`config.mk`:
```
export PLATFORM = sky130hd
export DESIGN_NAME = brg_cgra_xcel_cmd_unit
export DESIGN_NICKNAME = d
export VERILOG_FILES = /design/src/rtl/brg_cgra_xcel_cmd_unit.sv
export SDC_FILE = /design/constraint.sdc
export NUM_CORES = 1
export LEC_CHECK = 0
export CAP_MARGIN = 40
export CORE_MARGIN = 2
export CORE_UTILIZATION = 45
export DETAILED_ROUTE_END_ITERATION = 6
export GPL_TIMING_DRIVEN = 0
export PLACE_DENSITY = 0.67
export SETUP_SLACK_MARGIN = 0.5
export SLEW_MARGIN = 20
export SYNTH_ARGS = -nofsm -noshare
export SYNTH_HDL_FRONTEND = slang
export SYNTH_SLANG_ARGS = --single-unit
```
`constraint.sdc`:
```
create_clock -name clk_i -period 7.1 [get_ports clk_i]
set_clock_uncertainty 0.1 [all_clocks]
set_input_delay 0.71 -clock clk_i [delete_from_list [all_inputs] [get_ports clk_i]]
set_output_delay 0.71 -clock clk_i [all_outputs]
set_load 0.02 [all_outputs]
```
`src/rtl/brg_cgra_xcel_cmd_unit.sv`:
```
// Command/CSR unit for one CGRA array: decodes endpoint loads/stores into CSRs and config RAM,
// streams config words to the array on launch, then sequences per-iteration go pulses.
module brg_cgra_xcel_cmd_unit #(
  parameter int addr_width_p    = 16,
  parameter int data_width_p    = 32,
  parameter int num_cfg_words_p = 16,
  parameter int cfg_base_p      = 'h100
) (
  input  logic                               clk_i,
  input  logic                               reset_i,
  input  logic                               in_v_i,
  output logic                               in_yumi_o,
  input  logic                               in_we_i,
  input  logic [addr_width_p-1:0]            in_addr_i,
  input  logic [data_width_p-1:0]            in_data_i,
  input  logic [data_width_p/8-1:0]          in_mask_i,
  output logic                               returning_v_o,
  output logic [data_width_p-1:0]            returning_data_o,
  output logic                               cfg_v_o,
  input  logic                               cfg_ready_i,
  output logic [$clog2(num_cfg_words_p)-1:0] cfg_idx_o,
  output logic [data_width_p-1:0]            cfg_data_o,
  output logic                               go_o,
  input  logic                               done_i,
  output logic                               busy_o
);

  localparam int mask_width_lp = data_width_p / 8;
  localparam int idx_width_lp  = $clog2(num_cfg_words_p);

  typedef enum logic [1:0] {IDLE, CFG, RUN, DONE} state_e;

  state_e                  state_r, state_n;
  logic [data_width_p-1:0] cfg_mem [num_cfg_words_p];
  logic [idx_width_lp-1:0] cfg_idx_r;
  logic [data_width_p-1:0] iter_r, cycles_r, remaining_r;
  logic                    err_r, go_r, ret_v_r;
  logic [data_width_p-1:0] ret_data_r, rd_data;

  logic                    wr, busy, launch, status_wr, err_set;
  logic                    hit_go, hit_status, hit_iter, hit_cycles, hit_cfg;
  logic [addr_width_p-1:0] cfg_off;
  logic [idx_width_lp-1:0] cfg_sel;
  logic                    cfg_last_beat, last_iter;

  function automatic logic [data_width_p-1:0] merge_bytes(
    input logic [data_width_p-1:0]  old_word,
    input logic [data_width_p-1:0]  new_word,
    input logic [mask_width_lp-1:0] mask
  );
    logic [data_width_p-1:0] result;
    result = old_word;
    for (int b = 0; b < mask_width_lp; b++) begin
      if (mask[b]) result[b*8 +: 8] = new_word[b*8 +: 8];
    end
    return result;
  endfunction

  assign in_yumi_o  = in_v_i & ~reset_i;
  assign wr         = in_yumi_o & in_we_i;
  assign busy       = (state_r == CFG) || (state_r == RUN);

  assign hit_go     = in_addr_i == addr_width_p'(0);
  assign hit_status = in_addr_i == addr_width_p'(1);
  assign hit_iter   = in_addr_i == addr_width_p'(2);
  assign hit_cycles = in_addr_i == addr_width_p'(3);
  assign cfg_off    = in_addr_i - addr_width_p'(cfg_base_p);
  assign hit_cfg    = cfg_off < addr_width_p'(num_cfg_words_p);
  assign cfg_sel    = cfg_off[idx_width_lp-1:0];

  // Stores that would disturb a launch in flight are dropped and flagged instead.
  assign launch        = wr & hit_go & in_data_i[0] & ~busy;
  assign status_wr     = wr & hit_status;
  assign err_set       = wr & busy & (hit_go | hit_iter | hit_cfg);
  assign cfg_last_beat = (state_r == CFG) && cfg_ready_i &&
                         (cfg_idx_r == idx_width_lp'(num_cfg_words_p - 1));
  assign last_iter     = remaining_r <= data_width_p'(1);

  always_comb begin
    rd_data = '0;
    if (hit_status)      rd_data[2:0] = {err_r, state_r == DONE, busy};
    else if (hit_iter)   rd_data = iter_r;
    else if (hit_cycles) rd_data = cycles_r;
    else if (hit_cfg)    rd_data = cfg_mem[cfg_sel];
  end

  always_ff @(posedge clk_i) begin
    if (reset_i) state_r <= IDLE;
    else         state_r <= state_n;
  end

  always_comb begin
    state_n = state_r;
    case (state_r)
      IDLE: if (launch) state_n = CFG;
      CFG:  if (cfg_last_beat) state_n = RUN;
      RUN:  if (done_i && last_iter) state_n = DONE;
      DONE: begin
        if (launch)         state_n = CFG;
        else if (status_wr) state_n = IDLE;
      end
      default: state_n = IDLE;
    endcase
  end

  always_ff @(posedge clk_i) begin
    if (reset_i) begin
      cfg_idx_r   <= '0;
      iter_r      <= data_width_p'(1);
      cycles_r    <= '0;
      remaining_r <= '0;
      err_r       <= 1'b0;
      go_r        <= 1'b0;
      ret_v_r     <= 1'b0;
      ret_data_r  <= '0;
    end else begin
      ret_v_r    <= in_yumi_o;
      ret_data_r <= (in_yumi_o && !in_we_i) ? rd_data : '0;
      go_r       <= cfg_last_beat || ((state_r == RUN) && done_i && !last_iter);

      if (launch)                           cfg_idx_r <= '0;
      else if (state_r == CFG && cfg_ready_i) cfg_idx_r <= cfg_idx_r + 1'b1;

      // A zero iteration count still runs the array once.
      if (launch) begin
        cycles_r    <= '0;
        remaining_r <= (iter_r == '0) ? data_width_p'(1) : iter_r;
      end else begin
        if (busy && cycles_r != '1)       cycles_r    <= cycles_r + 1'b1;
        if (state_r == RUN && done_i)     remaining_r <= remaining_r - 1'b1;
      end

      if (wr && hit_iter && !busy) iter_r <= merge_bytes(iter_r, in_data_i, in_mask_i);

      if (err_set)        err_r <= 1'b1;
      else if (status_wr) err_r <= 1'b0;
    end
  end

  // Config RAM has no reset; its contents are only meaningful once written.
  always_ff @(posedge clk_i) begin
    if (wr && hit_cfg && !busy)
      cfg_mem[cfg_sel] <= merge_bytes(cfg_mem[cfg_sel], in_data_i, in_mask_i);
  end

  assign returning_v_o    = ret_v_r;
  assign returning_data_o = ret_data_r;
  assign cfg_v_o          = state_r == CFG;
  assign cfg_idx_o        = cfg_idx_r;
  assign cfg_data_o       = cfg_mem[cfg_idx_r];
  assign go_o             = go_r;
  assign busy_o           = busy;

endmodule

```
==> results of run 1 <==
-- where the power goes --
| group | switching (uW) | internal [uW] |
|---|---|---|
| Combinational | 562 | 431 |
| Sequential | 14.5 | 4180 |
| Clock | 1540 | 2070 |
-- cell usage in the layout (no fill, tap or decap), drive strengths merged, types with 18 or more instances in the layout --
master         netlist  routed
a211oi              47      47
a21oi               49      49
a22oi               34      34
buf                 63     141
clkbuf              65     163
clkdlybuf4s50        0     125
clkinv               0      23
dfxtp              141     141
edfxtp             512     512
mux2                36      36
mux4               320     320
nand2               77      77
nand3               55      55
nand4               18      18
nor2               125     125
nor3                36      36
nor4                29      29
xnor2               22      22
xor2                24      24
-- layer usage --
layer  part of all wire [%]  wire length [um]  track usage [%]
met1                     37             34900             36.6
met5                      0                 0                0
met2                     48             45900             44.9
met3                     11             10900             6.10
met4                    4.0              3810             10.8
-- cells by family (layout without fill, tap and decap cells) --
logic type               count (synthesis)  count (layout)  share of synthesized area, %
AO/OA/AOI/OAI                          178             178                          4.04
AND/OR/NAND/NOR                        401             401                          6.55
flip-flops                             653             653                          60.4
adder cells (fa/ha/maj)                  8               8                         0.332
XOR/XNOR                                46              46                          1.34
multiplexers                           357             357                          25.3
buffers and inverters                  137             468                          2.06
other                                    0               1                             0
-- path summary, 6_finish.rpt --
path	startpoint	endpoint	slack, ns
hold / removal	iter_r[10]	iter_r[10]	0.41
setup reg to reg	state_r[0]	cfg_mem[3][5]	3.12
setup / recovery	register	cfg_data_o[21]	2.46
hold reg to reg	iter_r[10]	iter_r[10]	0.41
-- cell usage after synthesis, drive strengths merged (3+ instances only) --
cell,count
nand4,18
a211oi,47
nor4,29
dfxtp,141
a22oi,34
nand2b,5
inv,9
and2,7
mux4,320
edfxtp,512
nor4b,4
a221oi,5
o22ai,3
nor3,36
ha,8
xor2,24
buf,63
nand3,55
nand2,77
nor2b,5
nand3b,4
and3,9
or4,5
or2,3
or3,11
and4,5
xnor2,22
clkbuf,65
nor2,125
a31oi,3
a21oi,49
mux2,36
o21ai,15
-- flip-flops by register name, indices dropped and copies added, names as in the netlist, named ones only --
register and flops:
cfg_idx_o 4, iter_r 32, state_r 2, returning_v_o 1, returning_data_o 32, cfg_mem 512
err_r 1, cycles_r 32, go_o 1, remaining_r 32
-- stage by stage --
stage	setup TNS, ns	setup WS (ns)	util [%]	hold WS [ns]
2_1_floorplan	0	2.45	-	0.358
3_3_place_gp	-199.48	-1.61	49.2	0.384
3_5_place_dp	0	2.34	51.1	0.388
4_1_cts	0	2.44	54.5	0.397
5_1_grt	0	2.39	54.5	0.426
6_report	0	2.46	54.5	0.405
-- worst min-delay path: cells and delay by family (launching register included) --
family          cells  cell delay (ns)
simple gates        1             0.07
compound gates      1             0.05
flops               1             0.34
-- final cells by class --
cell class | instances | area, um^2 | area share (%)
sequential | 653 | 18200 | 50.6
multi-input combinational | 990 | 11400 | 31.8
timing repair buffer | 204 | 2420 | 6.72
clock buffer | 98 | 1980 | 5.51
tap | 864 | 1080 | 3.00
buffer | 128 | 598 | 1.66
clock inverter | 29 | 244 | 0.678
inverter | 9 | 33.8 | 0.0939
antenna | 1 | 2.50 | 0.00695
==> results.yml, run 1 <==
floorplanning:
  dieArea_mm2: 0.0690
  rows: 94
  die_w_um: 263
  initial_core_util_pct: 45.7
  fp.coreArea_mm2: 0.0660
  io_pins: 131
  fp.dieH_um: 263
finish:
  drive_gt1_share_pct: 29.1
  finalNonFillerCells: 2976
  area_delta_synth_final_pct: 19.4
  stdcell_area_mm2: 0.0360
  final_nets: 2124
  fillCellCount: 5031
min_path:
  worst_hold_path.num_cells: 2
  hold_class: "register to register"
flow_run:
  max-cap-violations: 0
logic_synthesis:
  synth_area_per_cell_um2: 16.9
  syn-num-nets: 1846
  syn_inst: 1780
  ys_seq_area_share_pct: 60.4
  ys_ff_latch: 653
  yosysUniqueCellTypes: 65
  synth_edf_count: 512
  ys_warn_count: 0
  yosys.area.top_type: "edfxtp_1"
  yosysTopAreaCellShare_pct: 51.0
  ys_top_cells_by_area: "edfxtp_1, mux4_2, dfxtp_1, nor2_1, mux2_2"
  netlist_area_mm2: 0.0301
  ys.flop_type: "edfxtp_1"
  synthArstFlopShare_pct: 0
route:
  drt_first_pass_iters: 7
  drtAntennaViolNets: 0
  drt-vias-per-instance: 6.61
  drc: 1
  drt_iter0_markers: 2884
  wl_per_cell_um: 32.1
  wl_um: 95500
  num_vias: 19700
placed_design:
  port_buffers: 125
  numPlacedInstances: 2844
  placed_area_mm2: 0.0337
  post-dp-hpwl_um: 69300
  gp_congestion: 0.924
setup_path:
  worstSetupPathType: "register to output port"
  path_depth: 5
  startpoint_type: "register"
  worst_ep_arrival_time_ns: 3.83
  reg2reg_depth: 10
  cpMaxStageDelayCell: "clkbuf_1"
  end_kind: "output port"
  path_buf_inv: 3
  cp_max_fo: 10
  cpLargestDelayFamily: "buffers and inverters"
  crit_required_ns: 6.29
  cp_cell_sequence: "clkbuf_1 -> clkbuf_1 -> mux4_2 -> mux4_2 -> clkdlybuf4s50_1"
  slowest_delay_ns: 0.66
global_routing:
  grt_pass1_vias: 19400
  grt_start_max_net_pins: 18
  grt_pass1_wl_um: 137000
  grt.total_usage_pct: 27.7
  gr-total-overflow: 0
  antenna_found_initial: 1
outcome:
  violations: "design-rule violations"
  outcome: "finished, violations left"
power:
  p_leak_uw: 0.0112
  powerDensity_mw_per_mm2: 244
  power.total_uw: 8790
  peakVddDrop_mv: 0.159
sta:
  hold_violations: 0
  fmax_mhz: 216
  tightestPinTransition_ns: 0.861
  maxSlewHeadroom_pct: 42.6
  drv_slew: 0
  fin_crit_sh_pct: 65.3
  fin_crit_ns: 4.64
  setup_viol: 0
  rsz0062_at_grt: "false"
clock_tree:
  postCtsHoldBufs: 0
  path_clk_slew_ns: 0.06
  cts_setup_buffers: 0
  cts_buffers: 72
  cts_resized: 0
  cts.htree.levels: 3
  root_buffer: "clkbuf_16"
  clkLatencyLatePin_ns: 0.62
  cts_tree: "built"
  clock-sinks: 653
  cts_buffer_depth: 3
Power figures use the tool's default switching activity.
==> run 2, diff against run 1 <==
--- a/config.mk
+++ b/config.mk
@@ -10,7 +10,7 @@
 export CORE_UTILIZATION = 45
 export DETAILED_ROUTE_END_ITERATION = 6
 export GPL_TIMING_DRIVEN = 0
-export PLACE_DENSITY = 0.67
+export PLACE_DENSITY = 0.7
 export SETUP_SLACK_MARGIN = 0.5
 export SLEW_MARGIN = 20
 export SYNTH_ARGS = -nofsm -noshare
==> constraint.sdc (replaced) <==
create_clock -name clk_i -period 4 [get_ports clk_i]
set_clock_uncertainty 0.1 [all_clocks]
set_input_delay 0.4 -clock clk_i [delete_from_list [all_inputs] [get_ports clk_i]]
set_output_delay 0.4 -clock clk_i [all_outputs]
set_load 0.02 [all_outputs]
==> results.yml, run 2 (synthesized netlist as in run 1, its figures left out) <==
outcome:
  outcome: "finished clean"
floorplanning:
  fp.dieH_um: 263
  dieArea_mm2: 0.0690
  rows: 94
  fp.coreArea_mm2: 0.0660
  die_w_um: 263
  initial_core_util_pct: 45.7
  io_pins: 131
route:
  wl_per_cell_um: 31.7
  drt_iter0_markers: 2614
  wl_um: 94500
  num_vias: 19500
  drt-vias-per-instance: 6.54
  drc: 0
  drtAntennaViolNets: 0
  drt_first_pass_iters: 6
setup_path:
  end_kind: "output port"
  cp_max_fo: 10
  r2r_slack_ns: 0.61
  worst_ep_arrival_time_ns: 2.96
  worstSetupPathType: "register to output port"
  reg2reg_depth: 8
  worstReg2RegEnd: "cfg_mem[10][6]"
  startpoint_type: "register"
  regToRegStartpoint: "state_r[0]"
  crit_required_ns: 3.50
  endpoint: "cfg_data_o[15]"
  crit_top_cell: "mux4_2"
  slowest_delay_ns: 0.54
  cp_cell_sequence: "clkbuf_8 -> clkbuf_1 -> buf_6 -> mux4_2 -> mux4_2 -> dlygate4sd2_1"
  cpMaxStageDelayCell: "mux4_2"
sta:
  fin_setup_tns_ns: 0
  hold_violations: 0
  maxSlewHeadroom_pct: 42.5
  setup_viol: 0
  rsz0062_at_grt: "true"
  fmax_mhz: 289
  postLayoutSetupSlackWorst_ns: 0.540
  fin_crit_sh_pct: 86.5
  tightestPinTransition_ns: 0.862
  fin_crit_ns: 3.46
  drv_slew: 0
power:
  p_leak_uw: 0.0115
  seqPwrFrac_pct: 47.0
  intPower_uw: 11900
  peakVddDrop_mv: 0.293
  powerDensity_mw_per_mm2: 435
  p_switching_uw: 3920
  pwr-share-clk_pct: 41.6
  p_sw_share_pct: 24.7
  combPwrFrac_pct: 11.4
clock_tree:
  cts_buffers: 72
  clock-sinks: 653
  root_buffer: "clkbuf_16"
  cts_tree: "built"
  postCtsHoldBufs: 0
  cts.htree.levels: 3
  path_clk_slew_ns: 0.06
  clkLatencyLatePin_ns: 0.64
  cts_buffer_depth: 3
global_routing:
  antenna_found_initial: 0
  gr-total-overflow: 0
  grt.total_usage_pct: 27.5
  grt_pass1_vias: 19600
  grt_pass1_wl_um: 136000
  grt_start_max_net_pins: 19
finish:
  drive_gt1_share_pct: 30.7
  top_register: "cfg_mem"
  largest_register_ffs: 512
  finish.utilization_pct: 55.1
  most-common-layout-cells: "edfxtp_1, mux4_2, dfxtp_1, nor2_1, clkdlybuf4s50_1"
  final_nets: 2125
  finalNonFillerCells: 2982
  area_delta_synth_final_pct: 20.7
  final_common_cell: "edfxtp_1"
  stdcell_area_mm2: 0.0364
flow_run:
  max-cap-violations: 0
placed_design:
  dp_worst_setup_slack_ns: -0.118
  placed_area_mm2: 0.0337
  post-dp-hpwl_um: 67800
  gp_congestion: 0.915
  numPlacedInstances: 2830
  port_buffers: 125
min_path:
  hold_class: "input pin to register"
-- run 2: area by class of cell --
type                       count  area (um^2)
clock buffer                  92         1950
inverter                       9         33.8
multi-input combinational    990        11400
timing repair buffer         205         2500
tap                          864         1080
fill                        4961        29600
antenna                        1         2.50
clock inverter                40          395
buffer                       128          767
sequential                   653        18200
-- run 2: stage by stage --
stage	hold WS (ns)	total power, uW
after floorplan	0.358	8680
after global placement	0.378	9250
after detailed placement	0.387	9320
after CTS	0.244	15900
after global routing	0.260	16300
final	0.263	15800
-- run 2: worst min path at each step --
stage	startpoint	end	slack, ns	cells after the start
after global placement	remaining_r[26]	remaining_r[26]	0.38	2
after detailed placement	iter_r[18]	iter_r[18]	0.39	2
after floorplan	iter_r[20]	remaining_r[20]	0.36	2
after global routing	in_v_i	returning_v_o	0.26	2
final	in_v_i	returning_v_o	0.26	2
after CTS	in_v_i	returning_v_o	0.24	2
-- run 2: per-layer routing --
metal	global-route usage, %	up-vias	share of wire (%)
li1	-	7960	-
met5	0	-	0
met4	11.5	0	4.6
met3	9.71	249	13
met1	34.5	10000	35
met2	43.5	1285	47
-- run 2: timing repair --
| item | CTS | global route |
|---|---|---|
| resized for setup | 94 | 18 |
| cloned | 1 | 0 |
| setup endpoints to repair | 46 | 127 |
| setup buffers | 3 | 14 |
| pin swaps | 1 | 6 |
-- run 2: power groups by stage --
stage | combinational, uW | clock, uW | sequential, uW
floorplan | 1100 | 0 | 7570
global route | 1910 | 6910 | 7440
detailed placement | 1740 | 0 | 7580
global placement | 1670 | 0 | 7580
finish | 1800 | 6600 | 7440
CTS | 1790 | 6640 | 7440
-- run 2: critical path: cells and delay by family (launching register included) --
family | cells | cell delay, ns
muxes | 2 | 0.87
buffers and inverters | 4 | 1.04
DFF | 1 | 0.41
==> run 3, diff against run 2 <==
--- a/config.mk
+++ b/config.mk
@@ -6,11 +6,13 @@
 export NUM_CORES = 1
 export LEC_CHECK = 0
 export CAP_MARGIN = 40
+export CELL_PAD_IN_SITES_DETAIL_PLACEMENT = 0
+export CELL_PAD_IN_SITES_GLOBAL_PLACEMENT = 1
 export CORE_MARGIN = 2
 export CORE_UTILIZATION = 45
 export DETAILED_ROUTE_END_ITERATION = 6
 export GPL_TIMING_DRIVEN = 0
-export PLACE_DENSITY = 0.7
+export PLACE_DENSITY = 0.75
 export SETUP_SLACK_MARGIN = 0.5
 export SLEW_MARGIN = 20
 export SYNTH_ARGS = -nofsm -noshare
==> constraint.sdc (replaced) <==
create_clock -name clk_i -period 4.15 [get_ports clk_i]
set_clock_uncertainty 0.1 [all_clocks]
set_input_delay 0.415 -clock clk_i [delete_from_list [all_inputs] [get_ports clk_i]]
set_output_delay 0.415 -clock clk_i [all_outputs]
set_load 0.02 [all_outputs]
==> results.yml, run 3 (synthesized netlist as in run 1, its figures left out) <==
setup_path:
  reg2reg_depth: 9
  worst_ep_arrival_time_ns: 3.18
  worstSetupPathType: "register to output port"
  slowest_delay_ns: 0.57
  regToRegStartpoint: "state_r[1]"
  path_depth: 6
  crit_required_ns: 3.63
  r2r_slack_ns: 0.71
  crit_top_cell: "mux4_2"
  worstReg2RegEnd: "cfg_mem[5][9]"
  end_kind: "output port"
  path_buf_inv: 4
  cp_max_fo: 10
  startpoint_type: "register"
  cpLargestDelayFamily: "buffers and inverters"
  cpMaxStageDelayCell: "clkdlybuf4s50_1"
  endpoint: "cfg_data_o[15]"
  cp_cell_sequence: "clkbuf_4 -> clkbuf_2 -> buf_6 -> mux4_2 -> mux4_2 -> clkdlybuf4s50_1"
floorplanning:
  fp.dieH_um: 263
  dieArea_mm2: 0.0690
  initial_core_util_pct: 45.7
  io_pins: 131
  fp.coreArea_mm2: 0.0660
  rows: 94
  die_w_um: 263
finish:
  top_register: "cfg_mem"
  drive_gt1_share_pct: 30.6
  area_delta_synth_final_pct: 21.1
  stdcell_area_mm2: 0.0365
  largest_register_ffs: 512
  final_common_cell: "edfxtp_1"
  finalNonFillerCells: 2993
  most-common-layout-cells: "edfxtp_1, mux4_2, dfxtp_1, nor2_1, clkdlybuf4s50_1"
  final_nets: 2138
sta:
  maxSlewHeadroom_pct: 40.5
  hold_violations: 0
  rsz0062_at_grt: "true"
  setup_viol: 0
  holdWs_ns: 0.264
  drv_slew: 0
  tightestPinTransition_ns: 0.892
  fmax_mhz: 270
  fin_crit_ns: 3.70
  fin_crit_sh_pct: 89.1
clock_tree:
  cts_tree: "built"
  cts_buffer_depth: 3
  path_clk_slew_ns: 0.06
  root_buffer: "clkbuf_16"
  postCtsHoldBufs: 0
  cts.htree.levels: 3
  cts_buffers: 72
  clock-sinks: 653
  clkLatencyLatePin_ns: 0.63
route:
  wl_um: 97000
  drt_iter0_markers: 2672
  num_vias: 19700
  drtAntennaViolNets: 0
  wl_per_cell_um: 32.4
  drt_first_pass_iters: 5
  drc: 0
  drt-vias-per-instance: 6.57
global_routing:
  gr-total-overflow: 0
  grt_start_max_net_pins: 17
  antenna_found_initial: 4
  grt.total_usage_pct: 27.9
  grt_pass1_wl_um: 138000
  grt_pass1_vias: 19600
power:
  p_leak_uw: 0.0116
  peakVddDrop_mv: 0.299
  power.total_uw: 15300
  powerDensity_mw_per_mm2: 419
placed_design:
  gp_congestion: 0.886
  port_buffers: 125
  placed_area_mm2: 0.0337
  numPlacedInstances: 2833
  post-dp-hpwl_um: 69300
min_path:
  worst_hold_path.num_cells: 2
  hold_class: "input pin to register"
flow_run:
  max-cap-violations: 0
outcome:
  outcome: "finished clean"
## run 3: cell types whose count changed in the layout (fill, tap and decap cells not counted), sizes merged
cell	change
buf	+16
dlymetal6s2s	+9
clkdlybuf4s15	-7
clkbuf	-6
dlygate4sd2	-5
clkdlybuf4s50	+3
bufinv	+2
clkdlybuf4s18	+1
clkinv	-1
clkinvlp	-1
## run 3: final cells by class
class | count | area (um^2)
flip-flops and latches | 653 | 18200
clock buffers | 90 | 1960
repair buffers | 218 | 2650
multi-input cells | 990 | 11400
diodes | 1 | 2.50
fillers | 5040 | 29500
plain buffers | 128 | 756
clock inverters | 40 | 344
inverters | 9 | 33.8
well taps | 864 | 1080
## run 3: repair_timing
item / in CTS / in global routing
pin swaps: 1 / 10
setup endpoints to repair: 38 / 142
hold endpoints to repair: 0 / 0
buffers inserted: 4 / 22
gates resized for setup: 52 / 43
cloned: 0 / 0
## run 3: how the worst min path moves through the flow
stage | end | slack [ns] | startpoint
finish | returning_v_o | 0.26 | in_v_i
CTS | returning_v_o | 0.25 | in_v_i
floorplan | remaining_r[20] | 0.36 | iter_r[20]
global placement | remaining_r[26] | 0.39 | remaining_r[26]
global route | returning_v_o | 0.28 | in_v_i
detailed placement | remaining_r[26] | 0.39 | remaining_r[26]
## run 3: routing by layer
layer / global-route usage [%] / part of all wire [%]
met4: 10.8 / 4.4
met3: 5.63 / 10
met5: 0 / 0.0093
met2: 46.3 / 49
met1: 36.4 / 36
## run 3: metrics by stage
| step | setup TNS [ns] | worst slack [ns] | utilization, % |
|---|---|---|---|
| 3_5_place_dp | -2.14 | -0.0915 | 51.1 |
| 3_3_place_gp | -1148.45 | -2.52 | 49.2 |
| 6_report | 0 | 0.452 | 55.3 |
| 5_1_grt | 0 | 0.418 | 55.3 |
| 2_1_floorplan | 0 | 0.638 | - |
| 4_1_cts | 0 | 0.309 | 54.8 |
## run 3: where the power goes
group	internal, uW	total, uW	switching, uW
sequential	7140	7170	25.6
clock	3680	6370	2690
combinational	773	1740	970
total	11600	15300	3680
